===== src/rtl/mem_arbiter_pkg.sv =====
// Shared types and decode constants for the unified memory arbiter.
// Opcodes are kept here so request generation upstream matches decode.
package mem_arbiter_pkg;

   typedef enum logic [1:0] {
      IDLE,
      BUSY,
      DONE
   } state_t;

   typedef enum logic {
      OWN_I,
      OWN_D
   } owner_t;

   localparam logic [3:0] OP_LW  = 4'b1000;
   localparam logic [3:0] OP_SW  = 4'b1001;
   localparam logic [3:0] OP_HLT = 4'b1111;

endpackage


===== src/rtl/mem_arbiter_if.sv =====
// Requester and memory-side bundle for the arbiter.
// slave is the arbiter view; master is the CPU/memory view.
interface mem_arbiter_if;

   logic        i_req;
   logic [15:0] i_addr;
   logic        i_flush;
   logic [15:0] i_rdata;
   logic        i_done;
   logic        d_req;
   logic        d_wr;
   logic [15:0] d_addr;
   logic [15:0] d_wdata;
   logic [15:0] d_rdata;
   logic        d_done;
   logic        halt;
   logic        mem_en;
   logic        mem_wr;
   logic [15:0] mem_addr;
   logic [15:0] mem_wdata;
   logic [15:0] mem_rdata;
   logic        busy;

   modport slave (
      input  i_req, i_addr, i_flush,
      input  d_req, d_wr, d_addr, d_wdata,
      input  halt, mem_rdata,
      output i_rdata, i_done, d_rdata, d_done,
      output mem_en, mem_wr, mem_addr, mem_wdata,
      output busy
   );

   modport master (
      output i_req, i_addr, i_flush,
      output d_req, d_wr, d_addr, d_wdata,
      output halt, mem_rdata,
      input  i_rdata, i_done, d_rdata, d_done,
      input  mem_en, mem_wr, mem_addr, mem_wdata,
      input  busy
   );

endinterface


===== src/rtl/mem_arb_timer.sv =====
// Loadable 4-bit down-counter with zero flag for access latency.
module mem_arb_timer (
   input  logic       clk,
   input  logic       rst,
   input  logic       load,
   input  logic [3:0] load_val,
   input  logic       dec,
   output logic       zero
);

   logic [3:0] cnt;

   always_ff @(posedge clk) begin
      if (rst) begin
         cnt <= '0;
      end else if (load) begin
         cnt <= load_val;
      end else if (dec && cnt != 4'd0) begin
         cnt <= cnt - 4'd1;
      end
   end

   assign zero = (cnt == 4'd0);

endmodule


===== src/rtl/mem_arbiter.sv =====
// Fetch/load-store arbiter and sequencer for the single-port memory.
// D has priority; a starvation counter forces an I grant periodically.
module mem_arbiter
   import mem_arbiter_pkg::*;
#(
   parameter int MEM_LATENCY  = 4,
   parameter int STARVE_LIMIT = 4
) (
   input logic          clk,
   input logic          rst,
   mem_arbiter_if.slave bus
);

   localparam logic [3:0] LAT_LOAD   = 4'(MEM_LATENCY - 1);
   localparam logic [3:0] STARVE_MAX = 4'(STARVE_LIMIT);

   state_t     state;
   state_t     state_nx;
   owner_t     owner;
   logic       own_wr;
   logic       kill;
   logic [3:0] starve_cnt;
   logic       grant_i;
   logic       grant_d;
   logic       grant;
   logic       i_ok;
   logic       cnt_zero;
   logic       last;

   assign i_ok  = bus.i_req && !bus.halt && !bus.i_flush;
   assign grant = grant_i || grant_d;
   assign last  = (state == BUSY) && cnt_zero;

   always_comb begin
      state_nx = state;
      grant_i  = 1'b0;
      grant_d  = 1'b0;
      unique case (state)
         IDLE: begin
            if (i_ok && (!bus.d_req || starve_cnt == STARVE_MAX)) begin
               grant_i = 1'b1;
            end else if (bus.d_req) begin
               grant_d = 1'b1;
            end
            if (grant_i || grant_d) begin
               state_nx = BUSY;
            end
         end
         BUSY:    if (cnt_zero) state_nx = DONE;
         DONE:    state_nx = IDLE;
         default: state_nx = IDLE;
      endcase
   end

   mem_arb_timer u_timer (
      .clk      (clk),
      .rst      (rst),
      .load     (grant),
      .load_val (LAT_LOAD),
      .dec      (state == BUSY),
      .zero     (cnt_zero)
   );

   always_ff @(posedge clk) begin
      if (rst) begin
         state         <= IDLE;
         owner         <= OWN_I;
         own_wr        <= 1'b0;
         kill          <= 1'b0;
         starve_cnt    <= '0;
         bus.mem_en    <= 1'b0;
         bus.mem_wr    <= 1'b0;
         bus.mem_addr  <= '0;
         bus.mem_wdata <= '0;
         bus.i_rdata   <= '0;
         bus.d_rdata   <= '0;
      end else begin
         state      <= state_nx;
         bus.mem_en <= grant;
         bus.mem_wr <= grant_d && bus.d_wr;
         if (grant_d) begin
            owner         <= OWN_D;
            own_wr        <= bus.d_wr;
            bus.mem_addr  <= bus.d_addr;
            bus.mem_wdata <= bus.d_wdata;
            if (!bus.i_req) begin
               starve_cnt <= '0;
            end else if (starve_cnt != STARVE_MAX) begin
               starve_cnt <= starve_cnt + 4'd1;
            end
         end
         if (grant_i) begin
            owner         <= OWN_I;
            own_wr        <= 1'b0;
            bus.mem_addr  <= bus.i_addr;
            bus.mem_wdata <= '0;
            starve_cnt    <= '0;
         end
         // a flush on the final BUSY cycle must also suppress the capture
         if (state == BUSY && owner == OWN_I && bus.i_flush) begin
            kill <= 1'b1;
         end else if (state == DONE) begin
            kill <= 1'b0;
         end
         if (last && owner == OWN_D && !own_wr) begin
            bus.d_rdata <= bus.mem_rdata;
         end
         if (last && owner == OWN_I && !kill && !bus.i_flush) begin
            bus.i_rdata <= bus.mem_rdata;
         end
      end
   end

   assign bus.busy   = (state != IDLE);
   assign bus.i_done = (state == DONE) && (owner == OWN_I) && !kill;
   assign bus.d_done = (state == DONE) && (owner == OWN_D);

endmodule


===== src/flat_wrapper.sv =====
// flat-port wrapper written by rule: the top's interface ports become plain ports
module mem_arbiter_flat import mem_arbiter_pkg::*;
#(
   parameter int MEM_LATENCY  = 4,
   parameter int STARVE_LIMIT = 4
)
  (clk, rst, bus_i_req, bus_i_addr, bus_i_flush, bus_d_req, bus_d_wr, bus_d_addr, bus_d_wdata, bus_halt, bus_mem_rdata, bus_i_rdata, bus_i_done, bus_d_rdata, bus_d_done, bus_mem_en, bus_mem_wr, bus_mem_addr, bus_mem_wdata, bus_busy);
  mem_arbiter_if bus_i ();
  input logic clk;
  input logic rst;
  input wire logic [$bits(bus_i.i_req)-1:0] bus_i_req;
  input wire logic [$bits(bus_i.i_addr)-1:0] bus_i_addr;
  input wire logic [$bits(bus_i.i_flush)-1:0] bus_i_flush;
  input wire logic [$bits(bus_i.d_req)-1:0] bus_d_req;
  input wire logic [$bits(bus_i.d_wr)-1:0] bus_d_wr;
  input wire logic [$bits(bus_i.d_addr)-1:0] bus_d_addr;
  input wire logic [$bits(bus_i.d_wdata)-1:0] bus_d_wdata;
  input wire logic [$bits(bus_i.halt)-1:0] bus_halt;
  input wire logic [$bits(bus_i.mem_rdata)-1:0] bus_mem_rdata;
  output wire logic [$bits(bus_i.i_rdata)-1:0] bus_i_rdata;
  output wire logic [$bits(bus_i.i_done)-1:0] bus_i_done;
  output wire logic [$bits(bus_i.d_rdata)-1:0] bus_d_rdata;
  output wire logic [$bits(bus_i.d_done)-1:0] bus_d_done;
  output wire logic [$bits(bus_i.mem_en)-1:0] bus_mem_en;
  output wire logic [$bits(bus_i.mem_wr)-1:0] bus_mem_wr;
  output wire logic [$bits(bus_i.mem_addr)-1:0] bus_mem_addr;
  output wire logic [$bits(bus_i.mem_wdata)-1:0] bus_mem_wdata;
  output wire logic [$bits(bus_i.busy)-1:0] bus_busy;
  assign bus_i.i_req = bus_i_req;
  assign bus_i.i_addr = bus_i_addr;
  assign bus_i.i_flush = bus_i_flush;
  assign bus_i.d_req = bus_d_req;
  assign bus_i.d_wr = bus_d_wr;
  assign bus_i.d_addr = bus_d_addr;
  assign bus_i.d_wdata = bus_d_wdata;
  assign bus_i.halt = bus_halt;
  assign bus_i.mem_rdata = bus_mem_rdata;
  assign bus_i_rdata = bus_i.i_rdata;
  assign bus_i_done = bus_i.i_done;
  assign bus_d_rdata = bus_i.d_rdata;
  assign bus_d_done = bus_i.d_done;
  assign bus_mem_en = bus_i.mem_en;
  assign bus_mem_wr = bus_i.mem_wr;
  assign bus_mem_addr = bus_i.mem_addr;
  assign bus_mem_wdata = bus_i.mem_wdata;
  assign bus_busy = bus_i.busy;
  mem_arbiter #(.MEM_LATENCY(MEM_LATENCY), .STARVE_LIMIT(STARVE_LIMIT)) u_core (.clk(clk), .rst(rst), .bus(bus_i));
endmodule

===== config.mk =====
export PLATFORM = sky130hd
export DESIGN_NAME = mem_arbiter_flat
export DESIGN_NICKNAME = d
export VERILOG_FILES = /design/src/rtl/mem_arbiter_pkg.sv /design/src/rtl/mem_arbiter_if.sv /design/src/rtl/mem_arb_timer.sv /design/src/rtl/mem_arbiter.sv /design/src/flat_wrapper.sv
export SDC_FILE = /design/constraint.sdc
export NUM_CORES = 1
export LEC_CHECK = 0
export BUFFER_PORTS_ARGS = -buffer_cell sky130_fd_sc_hd__buf_4
export CAP_MARGIN = 10
export CELL_PAD_IN_SITES_DETAIL_PLACEMENT = 1
export CELL_PAD_IN_SITES_GLOBAL_PLACEMENT = 1
export CORE_UTILIZATION = 36
export CTS_CLUSTER_DIAMETER = 40
export CTS_CLUSTER_SIZE = 40
export DETAILED_ROUTE_END_ITERATION = 10
export PLACE_DENSITY = 0.8
export RECOVER_POWER = 100
export SYNTH_ARGS = -nofsm -noshare
export SYNTH_HDL_FRONTEND = slang
export SYNTH_SLANG_ARGS = --single-unit

===== constraint.sdc =====
create_clock -name clk -period 2 [get_ports clk]
set_input_delay 0.3 -clock clk [delete_from_list [all_inputs] [get_ports clk]]
set_output_delay 0.3 -clock clk [all_outputs]
set_load 0.05 [all_outputs]

==> results.ini <==
[outcome]
status=finished clean

[global_routing]
grt_pass1_wl_um=22000
antenna_found_initial=0
track_usage=0.240
grt_max_degree=46
overflow=0
grt_pass1_vias=4184

[synthesis]
async_reset_ff_frac=0
syn-instance-count=456
netlist_top_cells_area=dfxtp_1, a2111oi_0, o211ai_1
post-synth-top-area-fraction=0.395
synth_warnings=0
yosysMostFrequentCell=dfxtp_1
yosys.area.top_type=dfxtp_1
synth-seq-area-share=0.395
syn_avg_cell_area_um2=8.77
synth_seq_cells=79
synth.distinct_cells=40
synth_ff_type=dfxtp_1
synth_area_um2=4000
synthesis.nets=530
synth-edff-count=0
synthTopCellsByCount=dfxtp_1, clkbuf_1, nand2b_1, nand4_1, a21oi_1

[sta]
rsz0062_at_grt=yes
period_share=0.971
final-setup-viol-count=0
min_period_ps=1940
tightest_slew_ps=746
fin_worst_skew_ps=12.3
hold_violations=0
slew_viol_final=0
whs_ps=214
setup_tns_ps=0
fmax_ghz=0.515
relSlewSlack=0.502

[finish]
design_area_um2=5120
nets=637
drive_gt1_frac=0.208
diodes=0
final-seq-area_um2=1580
nFillCells=1317
syn_to_final_growth_pct=28.1
multi_input_area_um2=2140
fin_util=0.473

[worst_setup_path]
cp-end-kind=flip-flop
start_kind=flip-flop
worstPathRequired_ps=2220
cp_top_family=simple AND/OR/NAND/NOR gates
crit_chain=inv_1 -> ha_1 -> or3b_2 -> buf_12 -> o31ai_1 -> a21oi_1
arrival_ps=2160
path_max_fanout=32
cp_num_buf_inv=2
crit_slowest_cell=or3b_2
slowest_delay_ps=520
worstSetupPathType=flip-flop to flip-flop

[clocking]
cts_inserted_buffers=9
cts.sinks=79
cts_tree=yes
clock_latency_ps=350
clkTransAtPathRegs_ps=90
cts_max_path_buffers=2
cts-htree-levels=3
cts-root-buf=clkbuf_8

[routing]
postRouteAntennaNets=0
num_vias=4250
firstDrtPassIters=4
drc=0
routed_wl_um=13800
drt_iter0_drc=209
routed_via_density=6.01
post_drt_wl_per_cell_um=19.6

[flow_run]
max-cap-violations=0

[power]
power_density_nw_per_um2=800
vdd_drop_max_mv=0.370
p_leak_nw=1.70
total_power_mw=4.10

[floorplanning]
fp-row-count=38
die-area_um2=11500
dieWidth_um=107
core_um2=10800
io_pins=140
fp.dieH_um=107
initial_core_util=0.369

[worst_hold_path]
hold_class=primary input to flip-flop

[placed_design]
gp_congestion=0.817
dp_hpwl_um=9140
portBuffers=139
place_area_um2=5160

[report_power, final]
part	internal, mW	switching [mW]
clock	0.694	0.608
sequential	1.66	0.0680
combinational	0.309	0.754
total	2.67	1.43
[registers in the layout (all words and copies together), names as in the netlist]
register and count:
u_core.bus.d_rdata 16, u_core.owner 1, u_core.starve_cnt 4, u_core.bus.i_rdata 16, u_core.state 2, u_core.bus.mem_wdata 16, u_core.bus.mem_addr 16, u_core.bus.mem_wr 1
u_core.kill 1, u_core.own_wr 1, u_core.u_timer.cnt 4, u_core.bus.mem_en 1
[layout make-up]
type,count,area share
inverter,10,0.00733
clock buffer,9,0.0242
sequential,79,0.309
multi-input combinational,303,0.418
clock inverter,6,0.0169
tap,140,0.0342
timing repair buffer,160,0.190
[kinds of logic after synthesis]
family                     share of synthesized area
AOI/OAI and AO/OA                              0.346
xor gates and xnor gates                     0.00219
adders and majority gates                    0.00939
buffers and inverters                         0.0770
DFF                                            0.395
and+or+nand+nor                                0.170
[metrics by stage]
step | setup slack, ps | cells
3_5_place_dp | 63.4 | 692
3_3_place_gp | 146 | 692
6_report | 58.9 | 707
5_1_grt | -0.777 | 707
2_1_floorplan | 135 | 456
4_1_cts | 63.7 | 707
[worst min-delay path: stages]
cell and delay, ps:
buf_4 120, nand4_1 60, a21oi_1 50
[per-layer routing]
metal  track usage  vias to the layer above  share of wire
met4        0.0763                        0          0.020
met2         0.393                      129           0.47
met1         0.321                     2089           0.46
met5             0                        -              0
met3        0.0406                       18          0.050
li1              -                     2014              -
[timing repair]
| item | CTS | global route |
|---|---|---|
| setup endpoints to repair | 0 | 4 |
| gates resized for setup | 0 | 5 |
| hold buffers | 0 | 0 |
| setup buffers | 0 | 0 |
[layout by cell type, fill, tap and decap left out, drive strengths merged, types with 2 or more instances in the layout]
| master | netlist | routed |
|---|---|---|
| a311o | 16 | 16 |
| a21oi | 34 | 34 |
| ha | 3 | 3 |
| nand4 | 35 | 35 |
| or3 | 3 | 3 |
| o211ai | 32 | 32 |
| inv | 9 | 9 |
| clkinv | 1 | 4 |
| o21ai | 9 | 9 |
| o31ai | 32 | 32 |
| or3b | 3 | 3 |
| a31oi | 2 | 2 |
| nor3b | 3 | 3 |
| nor3 | 3 | 3 |
| o32ai | 2 | 2 |
| a211oi | 6 | 6 |
| nor2 | 4 | 4 |
| a311oi | 16 | 16 |
| nor2b | 2 | 2 |
| a2111oi | 33 | 33 |
| clkbuf | 53 | 79 |
| nand3 | 2 | 2 |
| nand2b | 35 | 35 |
| bufinv | 0 | 2 |
| dfxtp | 79 | 79 |
| nand2 | 18 | 18 |
| buf | 11 | 90 |
[worst paths after layout]
kind,slack [ps],startpoint,end,depth (start not counted)
max reg2reg,60,u_core.u_timer.cnt[0],u_core.bus.i_rdata[15],6
min reg2reg,480,u_core.bus.d_rdata[2],u_core.bus.d_rdata[2],2
max,60,u_core.u_timer.cnt[0],u_core.bus.i_rdata[15],6
min,210,bus_mem_rdata[8],u_core.bus.i_rdata[8],3
Power figures use the tool's default switching activity.
